## config.mk

```make
export PLATFORM = sky130hd
export DESIGN_NAME = serial_magnitude_comparator
export DESIGN_NICKNAME = d
export VERILOG_FILES = /design/src/rtl/cmp_pkg.sv /design/src/rtl/bit_cmp_cell.sv /design/src/rtl/serial_magnitude_comparator.sv
export SDC_FILE = /design/constraint.sdc
export NUM_CORES = 1
export LEC_CHECK = 0
export BUFFER_PORTS_ARGS = -buffer_cell sky130_fd_sc_hd__buf_2
export CORE_MARGIN = 2
export CORE_UTILIZATION = 34
export CTS_CLUSTER_SIZE = 12
export DETAILED_ROUTE_END_ITERATION = 10
export GPL_TIMING_DRIVEN = 0
export PLACE_DENSITY_LB_ADDON = 0.3
export SYNTH_ARGS = -nofsm -noshare
export SYNTH_HDL_FRONTEND = slang
export SYNTH_SLANG_ARGS = --single-unit
```

## constraint.sdc

```tcl
create_clock -name clk -period 1.6 [get_ports clk]
set_input_delay 0 -clock clk [delete_from_list [all_inputs] [get_ports clk]]
set_output_delay 0 -clock clk [all_outputs]
set_load 0.1 [all_outputs]
```

## src/rtl/cmp_pkg.sv

```systemverilog
// -----------------------------------------------------------------------------
// cmp_pkg
//   Shared definitions for the serial magnitude comparator:
//     - controller state encoding (2-bit constants)
//     - one-hot result encoding, ordered {gt, eq, lt}
//     - counter-width helper
//   No ports (package).
// -----------------------------------------------------------------------------
package cmp_pkg;

  typedef logic [1:0] state_t;

  localparam state_t ST_IDLE = 2'b00;
  localparam state_t ST_CMP  = 2'b01;
  localparam state_t ST_DONE = 2'b10;

  localparam logic [2:0] RES_GT = 3'b100;
  localparam logic [2:0] RES_EQ = 3'b010;
  localparam logic [2:0] RES_LT = 3'b001;

  // Bit-position counter width; a 1-bit operand still needs a 1-bit counter.
  function automatic int cnt_width(input int width);
    return (width > 1) ? $clog2(width) : 1;
  endfunction

endpackage

```

## src/rtl/bit_cmp_cell.sv

```systemverilog
// -----------------------------------------------------------------------------
// bit_cmp_cell
//   Combinational 1-bit magnitude compare cell.
//   Ports:
//     a_i  in  1  bit of operand A
//     b_i  in  1  bit of operand B
//     y1_o out 1  A > B
//     y2_o out 1  A == B
//     y3_o out 1  A < B
// -----------------------------------------------------------------------------
module bit_cmp_cell (
  input  logic a_i,
  input  logic b_i,
  output logic y1_o,
  output logic y2_o,
  output logic y3_o
);

  assign y1_o = a_i & ~b_i;
  assign y2_o = ~(a_i ^ b_i);
  assign y3_o = ~a_i & b_i;

endmodule

```

## src/rtl/serial_magnitude_comparator.sv

```systemverilog
// -----------------------------------------------------------------------------
// serial_magnitude_comparator
//   Unsigned WIDTH-bit magnitude comparator that walks the operands MSB-first,
//   one bit pair per clock, through a single bit_cmp_cell.
//   Ports:
//     clk        in   1      rising-edge clock
//     rst_n      in   1      asynchronous reset, active-low
//     in_valid   in   1      operand pair valid
//     in_ready   out  1      operands can be accepted (IDLE only)
//     a_in       in   WIDTH  operand A
//     b_in       in   WIDTH  operand B
//     out_valid  out  1      result valid (DONE only)
//     out_ready  in   1      downstream accepts result
//     gt/eq/lt   out  1      one-hot registered result
//     busy       out  1      comparison in progress (CMP)
// -----------------------------------------------------------------------------
module serial_magnitude_comparator
  import cmp_pkg::*;
#(
  parameter int WIDTH      = 8,
  parameter bit EARLY_EXIT = 1'b1
) (
  input  logic             clk,
  input  logic             rst_n,
  input  logic             in_valid,
  output logic             in_ready,
  input  logic [WIDTH-1:0] a_in,
  input  logic [WIDTH-1:0] b_in,
  output logic             out_valid,
  input  logic             out_ready,
  output logic             gt,
  output logic             eq,
  output logic             lt,
  output logic             busy
);

  localparam int CW = cnt_width(WIDTH);

  state_t           state_q,   state_d;
  logic [WIDTH-1:0] sh_a_q,    sh_a_d;
  logic [WIDTH-1:0] sh_b_q,    sh_b_d;
  logic [CW-1:0]    cnt_q,     cnt_d;
  logic             decided_q, decided_d;
  logic [2:0]       res_q,     res_d;

  logic cell_gt, cell_eq, cell_lt;
  logic first_diff;

  // The cell always looks at the current MSBs; the shift registers bring
  // each lower bit pair up to that position in turn.
  bit_cmp_cell u_cell (
    .a_i  (sh_a_q[WIDTH-1]),
    .b_i  (sh_b_q[WIDTH-1]),
    .y1_o (cell_gt),
    .y2_o (cell_eq),
    .y3_o (cell_lt)
  );

  // Only the first differing pair may set the result; afterwards it is sticky.
  assign first_diff = ~decided_q & ~cell_eq;

  always_comb begin
    state_d   = state_q;
    sh_a_d    = sh_a_q;
    sh_b_d    = sh_b_q;
    cnt_d     = cnt_q;
    decided_d = decided_q;
    res_d     = res_q;

    case (state_q)
      ST_IDLE: begin
        if (in_valid) begin
          sh_a_d    = a_in;
          sh_b_d    = b_in;
          cnt_d     = CW'(WIDTH - 1);
          decided_d = 1'b0;
          res_d     = '0;
          state_d   = ST_CMP;
        end
      end

      ST_CMP: begin
        if (first_diff) begin
          // On a differing pair exactly one of y1/y3 is set, so this is one-hot.
          res_d     = {cell_gt, 1'b0, cell_lt};
          decided_d = 1'b1;
        end
        if ((first_diff && EARLY_EXIT) || (cnt_q == '0)) begin
          // Reaching the LSB without any difference means the operands match.
          if (!decided_q && cell_eq) begin
            res_d = RES_EQ;
          end
          state_d = ST_DONE;
        end else begin
          sh_a_d = sh_a_q << 1;
          sh_b_d = sh_b_q << 1;
          cnt_d  = cnt_q - CW'(1);
        end
      end

      ST_DONE: begin
        if (out_ready) begin
          state_d = ST_IDLE;
        end
      end

      default: begin
        state_d = ST_IDLE;
      end
    endcase
  end

  always_ff @(posedge clk or negedge rst_n) begin
    if (!rst_n) begin
      state_q   <= ST_IDLE;
      sh_a_q    <= '0;
      sh_b_q    <= '0;
      cnt_q     <= '0;
      decided_q <= 1'b0;
      res_q     <= '0;
    end else begin
      state_q   <= state_d;
      sh_a_q    <= sh_a_d;
      sh_b_q    <= sh_b_d;
      cnt_q     <= cnt_d;
      decided_q <= decided_d;
      res_q     <= res_d;
    end
  end

  assign in_ready  = (state_q == ST_IDLE);
  assign out_valid = (state_q == ST_DONE);
  assign busy      = (state_q == ST_CMP);
  assign gt        = res_q[2];
  assign eq        = res_q[1];
  assign lt        = res_q[0];

endmodule

```

==> metrics, run 1 <==
Filler cells=336; crit path buf inv count=2; Fin Setup TNS=-0.0528 ns; Num Clock Sinks=25; CP Class=reg -> reg; number of synthesis warnings=0; Syn Inst Count=126; top cells by area, synth=dfrtp_1 48%, o32ai_1 11%, a21oi_2 6.0%; CTS tree=yes; DIE WIDTH=66.1 microns; core area=approximately 0.0037 sq mm; Placement Cell Area=0.00150 sq mm; clk buf depth=2; Worst Max-Slew Pin Slew=roughly 0.57 ns; GR Util met2=25.0%; final setup violating endpoints=5; DIE AREA=about 0.0044 sq mm; CP most frequent cell=ha_4; Startpoint Class=register; register area=approximately 630 sq um; crit path DAT=1.76 ns; Vias/cell=5.36; status=finished with violations; num rows=22; Multi-input gate area=767 sq um; GR peak layer=met2; Max Freq=approximately 620 MHz; failing checks=setup timing; RSZ-0062 raised after global routing=true; buffers added on ports=25; Initial Util=35.6%; area share of the largest cell type after synthesis=47.7%; Iter 0 DRT Violations=40; most frequent cells in the layout=25 x buf_2, 25 x dfrtp_1, 12 x nor2_1; worst rel slew slack=61.9%; Final Hold Viols=0; Layout area overhead=41.5%; final worst path period share=101%; Post-synth EDFFs=0; worst path required time=1.75 ns; GPL Wtd Cong=0.792; Slowest-stage cell, CP=dfrtp_1; ys async rst share=100%; DRC=0; Clock Skew=about 0.011 ns; ANT cells=0; mapped cell area=around 0.0013 sq mm; GR Util met1=21.1%; Tmin final=1.62 ns; Die H=66.1 microns; Seq cells post-synth=25; HP Class=in -> reg; WL/cell=15.7 microns; Clock Latency Late Sink=0.27 ns; Reg clk slew, reported paths=0.08 ns; first-pass GRT wire length=5120 microns; critical path, cell by cell=inv_2 -> ha_4 -> ha_4 -> o21bai_4 -> buf_6 -> o32ai_2 -> a21oi_4; Root Driver=clkbuf_8; Main synth FF type=dfrtp_1; post-DP HPWL=approximately 2200 microns; Final Net Count=about 190; largest net degree at the start of global routing=26; DRT Pass-1 Iters=4; Netlist cell types=33; maximum level of the CTS H-tree=1; vias in the first global route=about 1.1k; GR Util met3=3.58%; CP Capture Type=register; Min Hold Slack=0.00454 ns; # IOs=26; total CTS buffers=3; max-cap violation count=0; Finished Cell Area=around 0.0019 sq mm; cell taking the most area after synthesis=dfrtp_1; Total Wirelength=3290 microns; register area share after synthesis=47.7%; via count=1126; Avg Inst Size Synth=between 10 and 15 sq um; initial antenna violation count=0; GR Overflow Total=0; Worst Slack Setup Final=-0.0186 ns; CP delay by family, top=compound AO/OA/AOI/OAI gates; share of layout cells above drive strength 1=47.5%; count of pins over their slew limit=0; Detail Route Antenna Nets=0; worst stage delay on the critical path=0.37 ns; GRT Total Usage=15.3%; crit-path max FO=10; synthesized net count=150
-- path summary, 6_finish.rpt --
kind                                            from                     end  slack, ns  depth (start not counted)
min in group asynchronous                      rst_n  state_q[1]$_DFFE_PN0P_       0.24                          2
worst max register to register  cnt_q[1]$_DFFE_PN0P_   sh_b_q[4]$_DFFE_PN0P_      -0.02                          7
worst min-delay path                         a_in[4]   sh_a_q[4]$_DFFE_PN0P_      0.005                          3
worst min register to register  res_q[0]$_DFFE_PN0P_    res_q[0]$_DFFE_PN0P_       0.53                          2
worst max-delay path            cnt_q[1]$_DFFE_PN0P_   sh_b_q[4]$_DFFE_PN0P_      -0.02                          7
max in group asynchronous                      rst_n   sh_a_q[4]$_DFFE_PN0P_       0.97                          2
-- kinds of logic (layout without fill, tap and decap cells) --
kind of cell / Yosys count / count (layout) / share of synthesized area, %
compound gates: 47 / 47 / 28.7
simple gates: 30 / 30 / 11.5
flops: 25 / 25 / 47.7
buf+inv: 20 / 56 / 8.29
fa+ha+maj: 4 / 4 / 3.81
-- sequential cells by signal, indices dropped and copies added, names as in the netlist --
register	count
decided_q	1
sh_a_q	8
res_q	3
state_q	2
cnt_q	3
sh_b_q	8
-- tightest hold or removal path: cells and delay by family --
kind            cells  cell delay, ns
compound gates      2            0.15
buf+inv             1            0.08
-- layout make-up --
| type | count | share of cell area [%] |
|---|---|---|
| buffer | 9 | 5.12 |
| inverter | 11 | 2.22 |
| sequential | 25 | 33.7 |
| timing repair buffer | 32 | 12.0 |
| multi-input combinational | 81 | 41.3 |
| clock buffer | 4 | 2.43 |
| tap | 48 | 3.23 |
-- what timing repair did --
action	4_1_cts	5_1_grt
endpoints found under the hold margin	26	0
endpoints found under the setup margin	20	18
hold buffers	2	0
cloned	0	2
resized for setup	15	25
buffers inserted	2	1
pin swaps	0	6
-- routing by layer --
layer	up-vias	part of all wire (%)
met5	-	0
met4	0	0.88
met3	5	3.9
met2	23	49
met1	559	46
li1	539	-
-- synthesized netlist by cell type (all sizes together), types with 4 or more instances --
| library cell | count |
|---|---|
| a21oi | 12 |
| a31oi | 5 |
| buf | 7 |
| dfrtp | 25 |
| ha | 4 |
| inv | 11 |
| nand2 | 5 |
| nor2 | 13 |
| o21ai | 5 |
| o32ai | 16 |
-- stage by stage --
step | utilization (%) | setup WS, ns | cells
2_1_floorplan | - | -0.0186 | 126
3_3_place_gp | 40.7 | -0.253 | 199
3_5_place_dp | 40.7 | -0.273 | 199
4_1_cts | 45.1 | 0.00457 | 207
5_1_grt | 50.3 | -0.0856 | 210
6_report | 50.3 | -0.0186 | 210
Power of run 1 is left out: the tool's default activity adds up to more than one toggle a clock period on the data nets, which glitch-free logic cannot reach.
==> inputs of run 2 (changes only) <==
BUFFER_PORTS_ARGS = default   (was -buffer_cell sky130_fd_sc_hd__buf_2)
DONT_BUFFER_PORTS = 1   (was default)
PLACE_DENSITY_LB_ADDON = default   (was 0.3)
==> run 2 against run 1 <==
  * Worst hold slack better by 0.011 ns
  * Via count is 0.89% lower
  * The run still ends with setup timing left
  * Final cell count is 2.9% lower
==> metrics, run 2 (synthesized netlist as in run 1, its figures left out) <==
most frequent cells in the layout=25 x dfrtp_1, 19 x dlygate4sd3_1, 12 x nor2_1; worst path required time=1.80 ns (+0.05 ns); largest net degree at the start of global routing=26 (unchanged); initial antenna violation count=0 (unchanged); Worst Slack Setup Final=-0.0221 ns (-0.00357 ns); CP Class=reg -> reg; num rows=22 (unchanged); post-DP HPWL=2080 microns (-4.0%); WL/cell=16.5 microns (+5.6%); maximum level of the CTS H-tree=1 (unchanged); first-pass GRT wire length=5510 microns (+7.7%); ANT cells=0 (unchanged); CTS tree=yes; commonest non-fill, non-tap cell in the layout=dfrtp_1; Filler cells=348 (+3.6%); top flop regs=sh_a_q: 8 flops, sh_b_q: 8 flops; vias in the first global route=1122 (+1.7%); clk buf depth=2 (unchanged); share of layout cells above drive strength 1=36.5% (-11 points); Final Hold Viols=0 (unchanged); crit-path max FO=7 (-3); failing checks=setup timing; Root Driver=clkbuf_8; Final Net Count=181 (-3.2%); DIE WIDTH=66.1 microns (unchanged); DIE AREA=0.00437 sq mm (unchanged); Worst Max-Slew Pin Slew=0.946 ns (+0.374 ns); CP delay by family, top=flip-flops; Initial Util=35.6% (unchanged); Die H=66.1 microns (unchanged); status=finished with violations; critical path, cell by cell=inv_2 -> ha_4 -> ha_4 -> o21bai_4 -> or2_4 -> clkbuf_16 -> a21oi_4; Num Clock Sinks=25 (unchanged); HP Class=in -> reg; Layout area overhead=48.0%; CP most frequent cell=ha_4; final setup violating endpoints=4 (-1); GR Overflow Total=0 (unchanged); Reg clk slew, reported paths=0.09 ns (about the same); Clock Skew=0.00262 ns (-0.00805 ns); worst rel slew slack=36.9% (-25 points); Fin Setup TNS=-0.0276 ns (+0.0253 ns); count of pins over their slew limit=0 (unchanged); Vias/cell=5.47 (+2.0%); core area=0.00369 sq mm (unchanged); cell total after placement=174 (-13%); GRT Total Usage=16.4% (+1.1 points); final worst path period share=101% (+0.22 points); Tmin final=1.62 ns (+0.00357 ns); total CTS buffers=3 (unchanged); worst stage delay on the critical path=0.39 ns (+0.02 ns); Max Freq=616 MHz (-0.22%); buffers added on ports=0 (-100%); # IOs=26 (unchanged); crit path buf inv count=2 (unchanged); max-cap violation count=0 (unchanged); Clock Latency Late Sink=0.27 ns (about the same); CP Capture Type=register; Total Wirelength=3380 microns (+2.6%); crit path DAT=1.83 ns (+0.07 ns); Startpoint Class=register; Finished Layout Cells=204 (-2.9%); DRT Pass-1 Iters=4 (unchanged); reg2reg setup slack=-0.02 ns (about the same); GPL Wtd Cong=0.767 (-3.1%); DRC=0 (unchanged); Detail Route Antenna Nets=0 (unchanged); RSZ-0062 raised after global routing=true; Iter 0 DRT Violations=26 (-35%); Slowest-stage cell, CP=dfrtp_1; via count=1116 (-0.89%)
[run 2: routing by layer]
metal	vias up	wire [microns]	global-route usage, %	part of all wire, %
met5	-	0	0	0
li1	529	-	-	-
met2	26	1730	27.6	51
met4	0	12	2.81	0.36
met1	559	1490	21.8	44
met3	2	144	3.92	4.3
[run 2: layout make-up]
class	instances	area, sq um	share of cell area, %
Timing Repair Buffer	26	273	14.0
Inverter	11	43.8	2.26
Clock buffer	3	41.3	2.13
Sequential cell	25	626	32.2
Multi-Input combinational cell	81	800	41.2
Buffer	9	93.8	4.83
Clock inverter	1	5.00	0.258
Tap cell	48	60.1	3.09
[run 2: worst paths after layout]
check                                       from               endpoint  cells past startpoint
setup / recovery            cnt_q[1]$_DFFE_PN0P_  sh_b_q[2]$_DFFE_PN0P_                      7
hold / removal                          in_valid  sh_a_q[0]$_DFFE_PN0P_                      2
setup reg to reg            cnt_q[1]$_DFFE_PN0P_  sh_b_q[2]$_DFFE_PN0P_                      7
hold reg to reg            sh_b_q[0]$_DFFE_PN0P_  sh_b_q[0]$_DFFE_PN0P_                      2
max in group asynchronous                  rst_n  sh_b_q[2]$_DFFE_PN0P_                      2
min in group asynchronous                  rst_n   cnt_q[0]$_DFFE_PN0P_                      2
[run 2: metrics by stage]
step / hold slack, ns / worst slack (ns) / utilization (%) / area, sq um
global route: 0.0182 / -0.0997 / 52.6 / 1940
floorplan: -0.296 / -0.0186 / - / 1320
CTS: 0.00344 / -0.00422 / 47.6 / 1760
detailed placement: -0.295 / -0.273 / 37.3 / 1380
finish: 0.0158 / -0.0221 / 52.6 / 1940
global placement: -0.295 / -0.266 / 37.3 / 1380
[run 2: what timing repair did]
item | in CTS | in global routing
setup buffers | 2 | 2
hold buffers | 20 | 0
endpoints found under the hold margin | 42 | 0
endpoints found under the setup margin | 22 | 21
pin swaps | 0 | 6
cloned | 1 | 1
resized for setup | 19 | 27
Power of run 2 is left out for the same reason.
==> inputs of run 3 (changes only) <==
CELL_PAD_IN_SITES_DETAIL_PLACEMENT = 1   (was default)
CELL_PAD_IN_SITES_GLOBAL_PLACEMENT = 1   (was default)
PLACE_DENSITY_LB_ADDON = 0.1   (was default)
==> run 3 against run 2 <==
  * The run now ends clean
  * Worst setup slack better by 0.027 ns
  * Core utilization fell by 0.17 points
  * Global-route usage is 1.2 points higher
  * Wire length grew 12%
  * Flip-flop and latch count unchanged
  * Via count increased by 0.72%
  * Clock skew is 0.0028 ns higher
  * Highest routed layer unchanged
  * Critical path depth unchanged
==> metrics, run 3 (synthesized netlist as in run 1, its figures left out) <==
final setup violating endpoints=0 (-4); most frequent cells in the layout=25 x dfrtp_1, 18 x dlygate4sd3_1, 12 x nor2_1; post-DP HPWL=2330 microns (+12%); share of layout cells above drive strength 1=35.9% (-0.64 points); status=completed; Total Wirelength=3770 microns (+12%); RSZ-0062 raised after global routing=true; initial antenna violation count=0 (unchanged); CP Capture Type=register; worst path required time=1.80 ns (about the same); # IOs=26 (unchanged); num rows=22 (unchanged); r2r startpoint=cnt_q[0]$_DFFE_PN0P_; DRT Pass-1 Iters=4 (unchanged); worst rel slew slack=36.8% (-0.17 points); Clock Latency Late Sink=0.27 ns (about the same); DIE AREA=0.00437 sq mm (unchanged); Clock Skew=0.00546 ns (+0.00285 ns); GR Overflow Total=0 (unchanged); Worst Setup SP=cnt_q[0]$_DFFE_PN0P_; Detail Route Antenna Nets=0 (unchanged); Final Hold Viols=0 (unchanged); final worst path period share=99.7% (-1.7 points); Worst Slack Setup Final=0.00451 ns (+0.0267 ns); maximum level of the CTS H-tree=1 (unchanged); Layout area overhead=47.5%; WL/cell=18.5 microns (+12%); Num Clock Sinks=25 (unchanged); Min-Delay Startpoint=in_valid; first-pass GRT wire length=5910 microns (+7.1%); CTS tree=yes; total CTS buffers=3 (unchanged); count of pins over their slew limit=0 (unchanged); crit path DAT=1.79 ns (-0.04 ns); vias in the first global route=1192 (+6.2%); Reg clk slew, reported paths=0.08 ns (about the same); Iter 0 DRT Violations=23 (-12%); ANT cells=0 (unchanged); GPL Wtd Cong=0.710 (-7.4%); DRC=0 (unchanged); DIE WIDTH=66.1 microns (unchanged); Root Driver=clkbuf_8; largest net degree at the start of global routing=26 (unchanged); Die H=66.1 microns (unchanged); Initial Util=35.6% (unchanged); Fin Setup TNS=0 ns (+0.0276 ns); crit-path max FO=7 (unchanged); Final Net Count=181 (unchanged); buffers added on ports=0 (unchanged); Max Freq=627 MHz (+1.7%); core area=0.00369 sq mm (unchanged); clk buf depth=2 (unchanged); CP Class=reg -> reg; Worst Max-Slew Pin Slew=0.948 ns (+0.00248 ns); Tmin final=1.60 ns (-0.0267 ns); commonest non-fill, non-tap cell in the layout=dfrtp_1; Vias/cell=5.51 (+0.72%); Startpoint Class=register; HP Class=in -> reg; top flop regs=sh_a_q: 8 flops, sh_b_q: 8 flops; via count=1124 (+0.72%); DP Worst Slack=-0.352 ns (-0.0798 ns); max-cap violation count=0 (unchanged); GRT Total Usage=17.6% (+1.2 points)
[run 3: path summary, 6_finish.rpt]
check / to / slack [ns] / cells past startpoint
worst max-delay path: sh_a_q[2]$_DFFE_PN0P_ / 0.005 / 7
worst min-delay path: sh_a_q[0]$_DFFE_PN0P_ / 0.01 / 2
worst max register to register: sh_a_q[2]$_DFFE_PN0P_ / 0.005 / 7
worst min register to register: sh_a_q[2]$_DFFE_PN0P_ / 0.57 / 2
max in group asynchronous: sh_a_q[3]$_DFFE_PN0P_ / 1.27 / 2
min in group asynchronous: res_q[2]$_DFFE_PN0P_ / 0.18 / 2
[run 3: metrics by stage]
| stage | area, sq um | hold slack [ns] | util, % | cells |
|---|---|---|---|---|
| global route | 1940 | 0.0279 | 52.5 | 204 |
| finish | 1940 | 0.0135 | 52.5 | 204 |
| CTS | 1770 | 0.00400 | 48.0 | 201 |
| detailed placement | 1380 | -0.295 | 37.3 | 174 |
| global placement | 1380 | -0.295 | 37.3 | 174 |
| floorplan | 1320 | -0.296 | - | 126 |
[run 3: critical path, cell delays in order, from the launching register on]
cell       delay (ns)
dfrtp_1          0.38
inv_2            0.06
ha_4             0.16
ha_4             0.15
o21bai_4         0.21
or2_4            0.29
clkbuf_16        0.17
a21oi_2          0.10
[run 3: metal layers]
metal,track usage [%],up-vias,routed length (microns)
met5,0,-,0
met4,1.53,0,8
met3,3.58,2,116
met2,30.3,16,1930
met1,23.8,580,1720
li1,-,526,-
[run 3: cell type report]
cell class | instances | area, sq um
well taps | 48 | 60.1
plain buffers | 9 | 105
multi-input cells | 81 | 785
inverters | 11 | 41.3
clock buffers | 4 | 45.0
flip-flops and latches | 25 | 626
repair buffers | 26 | 274
fillers | 396 | 1750
[run 3: timing repair]
action / CTS / global route
gates resized for setup: 23 / 21
setup buffers: 3 / 2
pin swaps: 3 / 5
hold buffers: 19 / 0
cloned: 1 / 1
endpoints found under the setup margin: 22 / 21
endpoints found under the hold margin: 42 / 0
Power of run 3 is left out for the same reason.
